### src/rtl/drive_pkg.sv
// Shared state encodings and drive words for the semi-auto and manual-mode controllers.
package drive_pkg;

  typedef enum logic [2:0] {
    IDLE     = 3'd0,
    WAIT_CMD = 3'd1,
    FORWARD  = 3'd2,
    SETTLE   = 3'd3,
    TURN_L   = 3'd4,
    TURN_R   = 3'd5,
    UTURN    = 3'd6
  } state_t;

  // Drive word layout is {right, left, backward, forward}.
  localparam logic [3:0] DRIVE_STOP  = 4'b0000;
  localparam logic [3:0] DRIVE_FWD   = 4'b0001;
  localparam logic [3:0] DRIVE_LEFT  = 4'b0100;
  localparam logic [3:0] DRIVE_RIGHT = 4'b1000;

  function automatic logic [3:0] drive_of(state_t s);
    case (s)
      FORWARD, SETTLE: drive_of = DRIVE_FWD;
      TURN_L, UTURN:   drive_of = DRIVE_LEFT;
      TURN_R:          drive_of = DRIVE_RIGHT;
      default:         drive_of = DRIVE_STOP;
    endcase
  endfunction

endpackage

### src/rtl/semi_auto_ctrl_if.sv
// User buttons, obstacle detectors and drive/status outputs of the semi-auto controller.
interface semi_auto_ctrl_if;
  logic       enable;
  logic       cmd_forward;
  logic       cmd_left;
  logic       cmd_right;
  logic       cmd_back;
  logic       front_detector;
  logic       left_detector;
  logic       right_detector;
  logic       back_detector;
  logic [3:0] moving_state;
  logic       busy;
  logic [2:0] fsm_state;

  modport master (
    output enable, cmd_forward, cmd_left, cmd_right, cmd_back,
    output front_detector, left_detector, right_detector, back_detector,
    input  moving_state, busy, fsm_state
  );

  modport slave (
    input  enable, cmd_forward, cmd_left, cmd_right, cmd_back,
    input  front_detector, left_detector, right_detector, back_detector,
    output moving_state, busy, fsm_state
  );
endinterface

### src/rtl/edge_pulse.sv
// Per-bit rising-edge detector; history resets high so a button held through reset never fires.
module edge_pulse #(
  parameter int W = 4
) (
  input  logic         sys_clk,
  input  logic         rst,
  input  logic [W-1:0] din,
  output logic [W-1:0] pulse
);

  logic [W-1:0] hist;

  always_ff @(posedge sys_clk or negedge rst) begin
    if (!rst) begin
      hist  <= '1;
      pulse <= '0;
    end else begin
      hist  <= din;
      pulse <= din & ~hist;
    end
  end

endmodule

### src/rtl/semi_auto_ctrl.sv
// Semi-auto drive sequencer: IDLE off | WAIT_CMD stopped | FORWARD cruise | SETTLE post-turn straight,
// junctions masked | TURN_L/TURN_R 90-degree turn | UTURN 180-degree turn (left drive).
module semi_auto_ctrl
  import drive_pkg::*;
#(
  parameter int TURN_CYCLES   = 90_000_000,
  parameter int SETTLE_CYCLES = 50_000_000
) (
  input  logic             sys_clk,
  input  logic             rst,
  semi_auto_ctrl_if.slave  bus
);

  localparam int CNT_W = $clog2(2*TURN_CYCLES+1);
  localparam logic [CNT_W-1:0] TURN_LOAD   = CNT_W'(TURN_CYCLES-1);
  localparam logic [CNT_W-1:0] UTURN_LOAD  = CNT_W'(2*TURN_CYCLES-1);
  localparam logic [CNT_W-1:0] SETTLE_LOAD = CNT_W'(SETTLE_CYCLES-1);

  state_t           state, state_nx;
  logic [CNT_W-1:0] cnt, cnt_nx;
  logic [3:0]       moving_q;
  logic [3:0]       cmd_edge;
  logic             front, left, right, cnt_zero;

  assign front    = bus.front_detector;
  assign left     = bus.left_detector;
  assign right    = bus.right_detector;
  assign cnt_zero = (cnt == '0);

  edge_pulse #(.W(4)) u_edge (
    .sys_clk (sys_clk),
    .rst     (rst),
    .din     ({bus.cmd_back, bus.cmd_right, bus.cmd_left, bus.cmd_forward}),
    .pulse   (cmd_edge)
  );

  always_ff @(posedge sys_clk or negedge rst) begin
    if (!rst) begin
      state    <= IDLE;
      cnt      <= '0;
      moving_q <= DRIVE_STOP;
    end else begin
      state    <= state_nx;
      cnt      <= cnt_nx;
      moving_q <= drive_of(state_nx);
    end
  end

  always_comb begin
    state_nx = state;
    cnt_nx   = cnt;
    case (state)
      IDLE:     if (bus.enable) state_nx = WAIT_CMD;
      WAIT_CMD: begin
        // Corners and dead ends resolve on their own; otherwise only the top-priority press counts.
        if (front && left && right)       state_nx = UTURN;
        else if (front && !left && right) state_nx = TURN_L;
        else if (front && left && !right) state_nx = TURN_R;
        else if (cmd_edge[0]) begin
          if (!front) state_nx = FORWARD;
        end else if (cmd_edge[1]) begin
          if (!left) state_nx = TURN_L;
        end else if (cmd_edge[2]) begin
          if (!right) state_nx = TURN_R;
        end else if (cmd_edge[3]) begin
          state_nx = UTURN;
        end
      end
      FORWARD:  if (front || !left || !right) state_nx = WAIT_CMD;
      SETTLE: begin
        if (front)         state_nx = WAIT_CMD;
        else if (cnt_zero) state_nx = FORWARD;
      end
      TURN_L, TURN_R, UTURN: if (cnt_zero) state_nx = SETTLE;
      default:  state_nx = IDLE;
    endcase

    if (!bus.enable) state_nx = IDLE;

    if (state_nx != state) begin
      case (state_nx)
        TURN_L, TURN_R: cnt_nx = TURN_LOAD;
        UTURN:          cnt_nx = UTURN_LOAD;
        SETTLE:         cnt_nx = SETTLE_LOAD;
        default:        cnt_nx = '0;
      endcase
    end else if (!cnt_zero) begin
      cnt_nx = cnt - CNT_W'(1);
    end
  end

  assign bus.moving_state = moving_q;
  assign bus.busy         = (state != IDLE) && (state != WAIT_CMD);
  assign bus.fsm_state    = state;

endmodule

### src/flat_wrapper.sv
// flat-port wrapper written by rule: the top's interface ports become plain ports
module semi_auto_ctrl_flat import drive_pkg::*;
#(
  parameter int TURN_CYCLES   = 90_000_000,
  parameter int SETTLE_CYCLES = 50_000_000
)
  (sys_clk, rst, bus_enable, bus_cmd_forward, bus_cmd_left, bus_cmd_right, bus_cmd_back, bus_front_detector, bus_left_detector, bus_right_detector, bus_back_detector, bus_moving_state, bus_busy, bus_fsm_state);
  semi_auto_ctrl_if bus_i ();
  input  logic sys_clk;
  input  logic rst;
  input wire logic [$bits(bus_i.enable)-1:0] bus_enable;
  input wire logic [$bits(bus_i.cmd_forward)-1:0] bus_cmd_forward;
  input wire logic [$bits(bus_i.cmd_left)-1:0] bus_cmd_left;
  input wire logic [$bits(bus_i.cmd_right)-1:0] bus_cmd_right;
  input wire logic [$bits(bus_i.cmd_back)-1:0] bus_cmd_back;
  input wire logic [$bits(bus_i.front_detector)-1:0] bus_front_detector;
  input wire logic [$bits(bus_i.left_detector)-1:0] bus_left_detector;
  input wire logic [$bits(bus_i.right_detector)-1:0] bus_right_detector;
  input wire logic [$bits(bus_i.back_detector)-1:0] bus_back_detector;
  output wire logic [$bits(bus_i.moving_state)-1:0] bus_moving_state;
  output wire logic [$bits(bus_i.busy)-1:0] bus_busy;
  output wire logic [$bits(bus_i.fsm_state)-1:0] bus_fsm_state;
  assign bus_i.enable = bus_enable;
  assign bus_i.cmd_forward = bus_cmd_forward;
  assign bus_i.cmd_left = bus_cmd_left;
  assign bus_i.cmd_right = bus_cmd_right;
  assign bus_i.cmd_back = bus_cmd_back;
  assign bus_i.front_detector = bus_front_detector;
  assign bus_i.left_detector = bus_left_detector;
  assign bus_i.right_detector = bus_right_detector;
  assign bus_i.back_detector = bus_back_detector;
  assign bus_moving_state = bus_i.moving_state;
  assign bus_busy = bus_i.busy;
  assign bus_fsm_state = bus_i.fsm_state;
  semi_auto_ctrl #(.TURN_CYCLES(TURN_CYCLES), .SETTLE_CYCLES(SETTLE_CYCLES)) u_core (.sys_clk(sys_clk), .rst(rst), .bus(bus_i));
endmodule
### config.mk
export PLATFORM = sky130hd
export DESIGN_NAME = semi_auto_ctrl_flat
export DESIGN_NICKNAME = d
export VERILOG_FILES = /design/src/rtl/drive_pkg.sv /design/src/rtl/semi_auto_ctrl_if.sv /design/src/rtl/edge_pulse.sv /design/src/rtl/semi_auto_ctrl.sv /design/src/flat_wrapper.sv
export SDC_FILE = /design/constraint.sdc
export NUM_CORES = 1
export LEC_CHECK = 0
export CAP_MARGIN = 20
export CORE_UTILIZATION = 52
export CTS_CLUSTER_SIZE = 24
export DETAILED_ROUTE_END_ITERATION = 12
export PLACE_DENSITY = 0.76
export SLEW_MARGIN = 20
export SYNTH_ARGS = -nofsm -noshare
export SYNTH_HDL_FRONTEND = slang
export SYNTH_SLANG_ARGS = --single-unit
export TNS_END_PERCENT = 20
### constraint.sdc
create_clock -name sys_clk -period 2.8 [get_ports sys_clk]
set_input_delay 0.42 -clock sys_clk [delete_from_list [all_inputs] [get_ports sys_clk]]
set_output_delay 0.42 -clock sys_clk [all_outputs]
set_load 0.02 [all_outputs]
==> results of run 1 <==
## state kept, by name (all words and copies together) (netlist names)
name	count
u_core.bus.moving_state	3
u_core.u_edge.pulse	4
u_core.cnt	28
u_core.u_edge.hist	4
u_core.bus.fsm_state	3
## repair_timing
item                       CTS  global route
pin swaps                    0             7
setup buffers                0             2
cloned                       0             2
gates resized for setup      2            19
setup endpoints to repair   26            27
## per-stage QoR
step	instance area, um2	TNS (ns)
after floorplan	2421	0
after global placement	2836	-4.599
after detailed placement	2836	-5.352
after CTS	2940	0
after global routing	3063	-0.7658
final	3063	0
## worst paths after layout
check	cells past startpoint	to
max	9	u_core.cnt[27]
min	1	u_core.cnt[15]
max reg2reg	10	u_core.cnt[27]
min reg2reg	1	u_core.u_edge.pulse[0]
max in group asynchronous	1	u_core.bus.moving_state[3]
min in group sys_clk	1	u_core.u_edge.pulse[0]
## logic make-up after synthesis
kind of cell	synth area share (%)
flops	43.98
simple gates	23.24
compound gates	16.73
xor+xnor	9.484
buf+inv	4.481
mux	1.407
other cells	0.1562
fa+ha+maj	0.5210
## cell usage in the layout, fill, tap and decap left out, types with 5 or more instances in the layout
cell,netlist,final
clkdlybuf4s50_1,0,15
buf_4,2,33
nor2b_1,6,6
a21oi_1,8,7
nor3_1,8,8
clkbuf_8,0,6
nor4_1,10,9
inv_1,7,5
nor2_1,18,18
o22ai_1,8,6
xnor2_1,22,22
nand2_1,11,10
o21ai_1,12,13
dfrtp_1,38,38
## cell type report
cell class                 count  area [um2]  area share [%]
multi-input combinational    184        1346           43.95
sequential                    42        1056           34.48
timing repair buffer          52       467.9           15.28
clock buffer                   6       82.58           2.696
tap                           52       65.06           2.124
inverter                       8       32.53           1.062
clock inverter                 2       12.51          0.4085
## power by group
part / internal [mW] / leakage [nW] / switching, mW
Sequential: 0.772 / 0.551 / 0.168
Clock: 0.198 / 0.0472 / 0.216
Combinational: 0.870 / 0.689 / 0.895
Total: 1.84 / 1.29 / 1.28
## routing by layer
metal  share of wire [%]  vias up  track usage, %
met1                  47      972           30.81
met2                  48       35           36.32
li1                    -      988               -
met4                 1.4        0           6.444
met3                 3.4        7           4.618
met5                   0        -               0
## worst max-delay path: cells and delay by family
family / cells / cell delay [ns]
AND/OR/NAND/NOR: 2 / 0.93
buffers and inverters: 2 / 0.67
AO/OA/AOI/OAI: 5 / 0.93
==> run_results.csv, run 1 <==
group,metric,value,unit
global_route,grt_pass1_vias,1876,
yosys,synth-main-ff-cell,"dfrtp_1",
yosys,synthTopCellsByCount,"38 x dfrtp_1, 22 x xnor2_1, 18 x nor2_1",
yosys,seq_area_frac_synth,43.98,%
placed_design,post-place-ws,-0.2729,ns
yosys,yosysMostFrequentCell,"dfrtp_1",
yosys,avgSynthCellArea,9.881,um2
yosys,synthesis.nets,255,
placed_design,port_buffers,16,
timing,period_needed,2.757,ns
finish,fin_cells,346,
floorplanning,chipHeight,69.95,um
routing,viasPerCell,5.786,
yosys,synth-edff-count,0,
global_route,antenna_found_initial,0,
placed_design,gp_congestion,0.8354,
global_route,grt_overflow,0,
status,status,"complete, no violations",
yosys,synth-seq-cells,42,
timing,hold_viol,0,
cts,postCtsHoldBufs,0,
yosys,synth_top_area_share,39.60,%
timing,final-setup-viol-count,0,
cts,cts_sinks,42,
global_route,grt_max_degree,43,
timing,setup_ws,0.04336,ns
timing,rsz0062_at_grt,"yes",
min_path,hold_path_class,"in2async",
setup_path,worst_ep_arrival_time,2.96,ns
timing,hold_ws,0.2412,ns
power_and_ir_drop,ir_drop,0.4789,mV
routing,routedWlPerCell,15.77,um
finish,diodes,0,
cts,clk_path_buf_depth,2,
floorplanning,rows,24,
placed_design,place_hpwl,3791,um
power_and_ir_drop,leakage,1.287,nW
floorplanning,dieArea,0.004893,mm2
timing,worstMarginPinSlew,0.9189,ns
cts,ctsHtreeMaxLevel,2,
timing,fin_skew,0.01114,ns
floorplanning,die_w,69.95,um
yosys,synth_cells,243,
finish,area_growth,27.57,%
finish,post_route_cells_drive_above_1_share,28.57,%
yosys,synth.area.top_cells,"dfrtp_1 40%, xnor2_1 8.0%, dfstp_2 4.4%",
routing,vias,2002,
setup_path,crit_start,"bus_left_detector",
cts,path_clk_slew,0.09,ns
setup_path,r2r_slack,0.05,ns
setup_path,cp_data_required_time,3.01,ns
cts,tritoncts,"done",
timing,fin_crit_sh,98.45,%
finish,post-route-util,69.86,%
setup_path,slowest_stage,"or4b_1",
cts,clk_latency,0.31,ns
yosys,async_flop_share,100.0,%
global_route,grt_first_pass_wirelength,8728,um
floorplanning,ios,19,
setup_path,critPathKind,"in2reg",
setup_path,crit_fanout,12,
routing,drtAntennaViolNets,0,
finish,fill_cells,327,
yosys,synthDistinctLibCells,58,
yosys,syn_area,0.002401,mm2
timing,report.final.slew_viol_count,0,
routing,remaining_drc_errors,0,
routing,drt-initial-drc-count,129,
cts,cts_buffers,5,
setup_path,worstReg2RegStart,"u_core.cnt[0]",
cts,cts-root-buf,"clkbuf_8",
global_route,grt_util_all_layers,22.56,%
routing,wirelength,5455,um
timing,fmax,362.8,MHz
floorplanning,start_util,54.77,%
yosys,synth_top_cell_by_area,"dfrtp_1",
power_and_ir_drop,power,3.119,mW
power_and_ir_drop,p_per_area,1018,mW/mm2
placed_design,placed_cells,334,
finish,final_nets,305,
setup_path,max_stage_delay,0.52,ns
setup_path,crit_path_cell_trace,"clkdlybuf4s50_1 -> o21a_1 -> a21oi_1 -> a21boi_0 -> or4b_1 -> a221o_2 -> or3_4 -> clkbuf_16 -> o32ai_2",
floorplanning,coreArea,0.004384,mm2
routing,drtPass1Iterations,4,
timing,relSlewSlack,38.74,%
setup_path,worst_setup_path_start_kind,"input port",
setup_path,endpoint_kind,"flop",
run,max_cap_violations,0,
yosys,yosysWarnings,0,
No activity file was read; power rests on OpenSTA's default activity.
==> inputs of run 2 (changes only) <==
--- a/config.mk
+++ b/config.mk
@@ -5,12 +5,11 @@
 export SDC_FILE = /design/constraint.sdc
 export NUM_CORES = 1
 export LEC_CHECK = 0
-export CAP_MARGIN = 20
 export CORE_UTILIZATION = 52
 export CTS_CLUSTER_SIZE = 24
 export DETAILED_ROUTE_END_ITERATION = 12
 export PLACE_DENSITY = 0.76
-export SLEW_MARGIN = 20
+export SLEW_MARGIN = 5
 export SYNTH_ARGS = -nofsm -noshare
 export SYNTH_HDL_FRONTEND = slang
 export SYNTH_SLANG_ARGS = --single-unit
==> results of run 2 <==
The final DEF is identical to that of run 1; final timing and power are the same.
==> RTL change 1: new RTL, settings of run 2 <==
`TURN_CYCLES` is set to 90_000_000 in 2 places; all go to 45_000_000.
--- a/src/rtl/semi_auto_ctrl.sv
+++ b/src/rtl/semi_auto_ctrl.sv
@@ -5,3 +5,3 @@
 #(
-  parameter int TURN_CYCLES   = 90_000_000,
+  parameter int TURN_CYCLES   = 45_000_000,
   parameter int SETTLE_CYCLES = 50_000_000
--- a/src/flat_wrapper.sv
+++ b/src/flat_wrapper.sv
@@ -3,3 +3,3 @@
 #(
-  parameter int TURN_CYCLES   = 90_000_000,
+  parameter int TURN_CYCLES   = 45_000_000,
   parameter int SETTLE_CYCLES = 50_000_000
Check against the original RTL: same outputs for any inputs over 10 cycles, from zero or initial values and one cycle with rst low; that may be too few to reach the edited logic, so the function may still have changed.
==> RTL change 1 against run 2 <==
- total power is 5.3% lower
- sequential share of layout area is 2.0 points higher
- setup slack better by 96 ps
- cell count is 1.2% lower
- design area is 7.8% lower
- area after synthesis is 5.0% lower
- clock power is 5.6% lower
- sequential cell count is 1 lower
- critical path type is now flip-flop to flip-flop
- wire length is 6.7% lower
==> RTL change 1: results (changes against run 2) <==
Critical Path End=u_core.cnt[8] (was u_core.cnt[27]); Post-CTS Setup Inserts=3 (was 0); main area contributors after synthesis=dfrtp_1 (41%), xor2_1 (5.0%), dfstp_2 (4.6%), nand2_1 (4.6%), o21ai_0 (4.4%) (was dfrtp_1 (40%), xnor2_1 (8.0%), dfstp_2 (4.4%), nor2_1 (2.8%), nor4_1 (2.6%)); All-Layer GR Usage=26.0% (was 22.6%); post-synthesis sequential area ratio=45.2% (was 44.0%); Mapped Cells=246 (was 243); Setup CP Type=flip-flop to flip-flop (was input pin to flip-flop); LEAKAGE=0.00128 uW (was 0.00129 uW); post-route setup slack=139 ps (was 43.4 ps); worst slew pin tran=878 ps (was 919 ps); status=completed (unchanged); detailed router's first-iteration violation count=204 (was 129); worst-path fanout max=4 (was 12); path depth of the worst reg2reg path=11 (was 10); highest cell delay on the worst timing path=500 ps (was 520 ps); Placed Area=2650 um^2 (was 2840 um^2); NumNets Final=303 (was 305); placed cells=327 (was 334); DR vias/cell=5.80 (was 5.79); share of post-route cells with drive strength above 1=20.5% (was 28.6%); final setup skew=12.0 ps (was 11.1 ps); first-pass GRT wire length=8700 um (was 8730 um); Unique masters post-synth=55 (was 58); worst vdd ir=676 uV (was 479 uV); Post-CTS Resized=1 (was 2); Arr. time, crit path=2880 ps (was 2960 ps); Detail Placement HPWL=3710 um (was 3790 um); CP top delay family=simple AND/OR/NAND/NOR gates (was compound AO/OA/AOI/OAI gates); final wirelength=5090 um (was 5460 um); Largest regs=u_core.cnt (27), u_core.u_edge.hist (4), u_core.u_edge.pulse (4) (was u_core.cnt (28), u_core.u_edge.hist (4), u_core.u_edge.pulse (4)); Post-DRT Antenna Nets=0 (unchanged); fin area=2830 um^2 (was 3060 um^2); # diodes=0 (unchanged); Fin Hold WS=230 ps (was 241 ps); number of global-route vias before repair=1859 (was 1876); Slowest cell on crit path=or4b_4 (was or4b_1); FILL cells=331 (was 327); pin count of the biggest net entering global routing=42 (was 43); Syn Nets=258 (was 255); Final GP Congestion=0.930 (was 0.835); pre-CTS setup slack=-195 ps (was -273 ps); non-filler instance count after layout=342 (was 346); Synth top cells by count=dfrtp_1 (37), nand2_1 (28), o21ai_0 (20) (was dfrtp_1 (38), xnor2_1 (22), nor2_1 (18))
RTL change 1: cell families (layout without fill, tap and decap cells):
family                     Yosys count  after routing  synth area share [%]
and+or+nand+nor                    106            106                  25.6
AOI/OAI and AO/OA                   62             62                  17.9
DFF                                 41             41                  45.2
xor gates and xnor gates            20             20                  7.68
buffers and inverters               15             61                  2.91
adders and majority gates            1              1                 0.548
other                                1              1                 0.164
RTL change 1: layer usage:
metal,part of all wire (%),vias to the layer above,track usage [%]
li1,-,971,-
met4,1.2,0,10.2
met5,0,-,0
met1,47,949,35.4
met3,5.7,6,5.33
met2,46,58,40.1
RTL change 1: cell type report:
| class | instances | area share (%) |
|---|---|---|
| well taps | 50 | 2.21 |
| clock buffers | 8 | 3.19 |
| flip-flops and latches | 41 | 36.5 |
| multi-input cells | 190 | 43.1 |
| inverters | 7 | 0.930 |
| repair buffers | 46 | 14.0 |
RTL change 1: report_power, final:
part           internal [uW]  switching, uW
combinational            779            854
sequential               759            170
clock                    201            190
total                   1740           1210
==> RTL change 2: new RTL, flow settings as in run 2 <==
Made on the original files. Reset style: synchronous (`rst`), changed in 2 clocked blocks.
--- a/src/rtl/edge_pulse.sv
+++ b/src/rtl/edge_pulse.sv
@@ -12,3 +12,3 @@
 
-  always_ff @(posedge sys_clk or negedge rst) begin
+  always_ff @(posedge sys_clk) begin
     if (!rst) begin
--- a/src/rtl/semi_auto_ctrl.sv
+++ b/src/rtl/semi_auto_ctrl.sv
@@ -36,3 +36,3 @@
 
-  always_ff @(posedge sys_clk or negedge rst) begin
+  always_ff @(posedge sys_clk) begin
     if (!rst) begin
Behaviour: differs if rst is asserted again (counterexample within 4 cycles, from zero or initial values and one cycle with rst low); with rst held inactive, the same outputs for 10 cycles.
==> RTL change 2 against run 2 <==
- the flow now finishes with violations (negative setup slack)
- non-clock buffer count increased by 13
- wire length increased by 9.2%
- combinational power decreased by 43%
- total power decreased by 31%
- design area decreased by 3.5%
- sequential cell count unchanged
- clock skew increased by 2.1 ps
- global-route usage increased by 5.7 points
- critical path depth unchanged
- setup slack got worse by 260 ps
- area after synthesis decreased by 7.0%
- core utilization increased by 3.0 points
==> RTL change 2: results (changes against run 2) <==
status=complete, but fails checks (was completed); violations in the final reports=negative setup slack; placed cells=381 (was 334); post-route setup slack=-215 ps (was 43.4 ps); worst-path fanout max=4 (was 12); NumNets Final=350 (was 305); met3 WL=296 um (was 185 um); sequential power=743 uW (was 940 uW); pin count of the biggest net entering global routing=17 (was 43); All-Layer GR Usage=28.3% (was 22.6%); met3 Usage GRT=5.24% (was 4.62%); fin area=2960 um^2 (was 3060 um^2); asr flop ratio synth=0% (was 100%); DR vias/cell=5.75 (was 5.79); Placed Area=2770 um^2 (was 2840 um^2); Post-Synth Adder-Cell Area=0.560% (was 0.521%); Final GP Congestion=0.894 (was 0.835); path depth of the worst reg2reg path=9 (was 10); Critical Path End=u_core.cnt[10] (was u_core.cnt[27]); xor/xnor share of the synthesized area=9.80% (was 9.48%); Synth Flop Type=dfxtp_1 (was dfrtp_1); non-filler instance count after layout=389 (was 346); pwr/cell area=732 nW/um^2 (was 1020 nW/um^2); P_sw=800 uW (was 1280 uW); final setup fails=21 (was 0); Startpoint Class=flip-flop (was input pin); main area contributors after synthesis=dfxtp_1 (38%), a21oi_1 (5.8%), xnor2_1 (5.5%), nand2_1 (4.4%), xor2_1 (4.3%) (was dfrtp_1 (40%), xnor2_1 (8.0%), dfstp_2 (4.4%), nor2_1 (2.8%), nor4_1 (2.6%))
-- RTL change 2: cell types whose count changed after synthesis, sizes merged, moves of 7 or more --
cell    change
nand2b      +8
a21oi      +18
xnor2       -8
dfrtp      -38
o22ai       -8
xor2        +7
nand2      +15
dfxtp      +42
-- RTL change 2: cell families after synthesis --
family | Yosys count
XOR/XNOR | 25
buffers and inverters | 22
AND/OR/NAND/NOR | 119
flip-flops | 42
multiplexers | 1
AO/OA/AOI/OAI | 67
adder cells (fa/ha/maj) | 1
other | 1
-- RTL change 2: timing repair --
item | CTS | global route
endpoints found under the hold margin | 0 | 0
gates resized for setup | 11 | 11
setup endpoints to repair | 28 | 28
pin swaps | 3 | 7
-- RTL change 2: metrics by stage --
step	TNS (ps)	hold WS (ps)
final	-2000	398
after global routing	-4090	415
after detailed placement	-4440	388
after floorplan	-4050	373
after CTS	-2600	398
after global placement	-3410	377
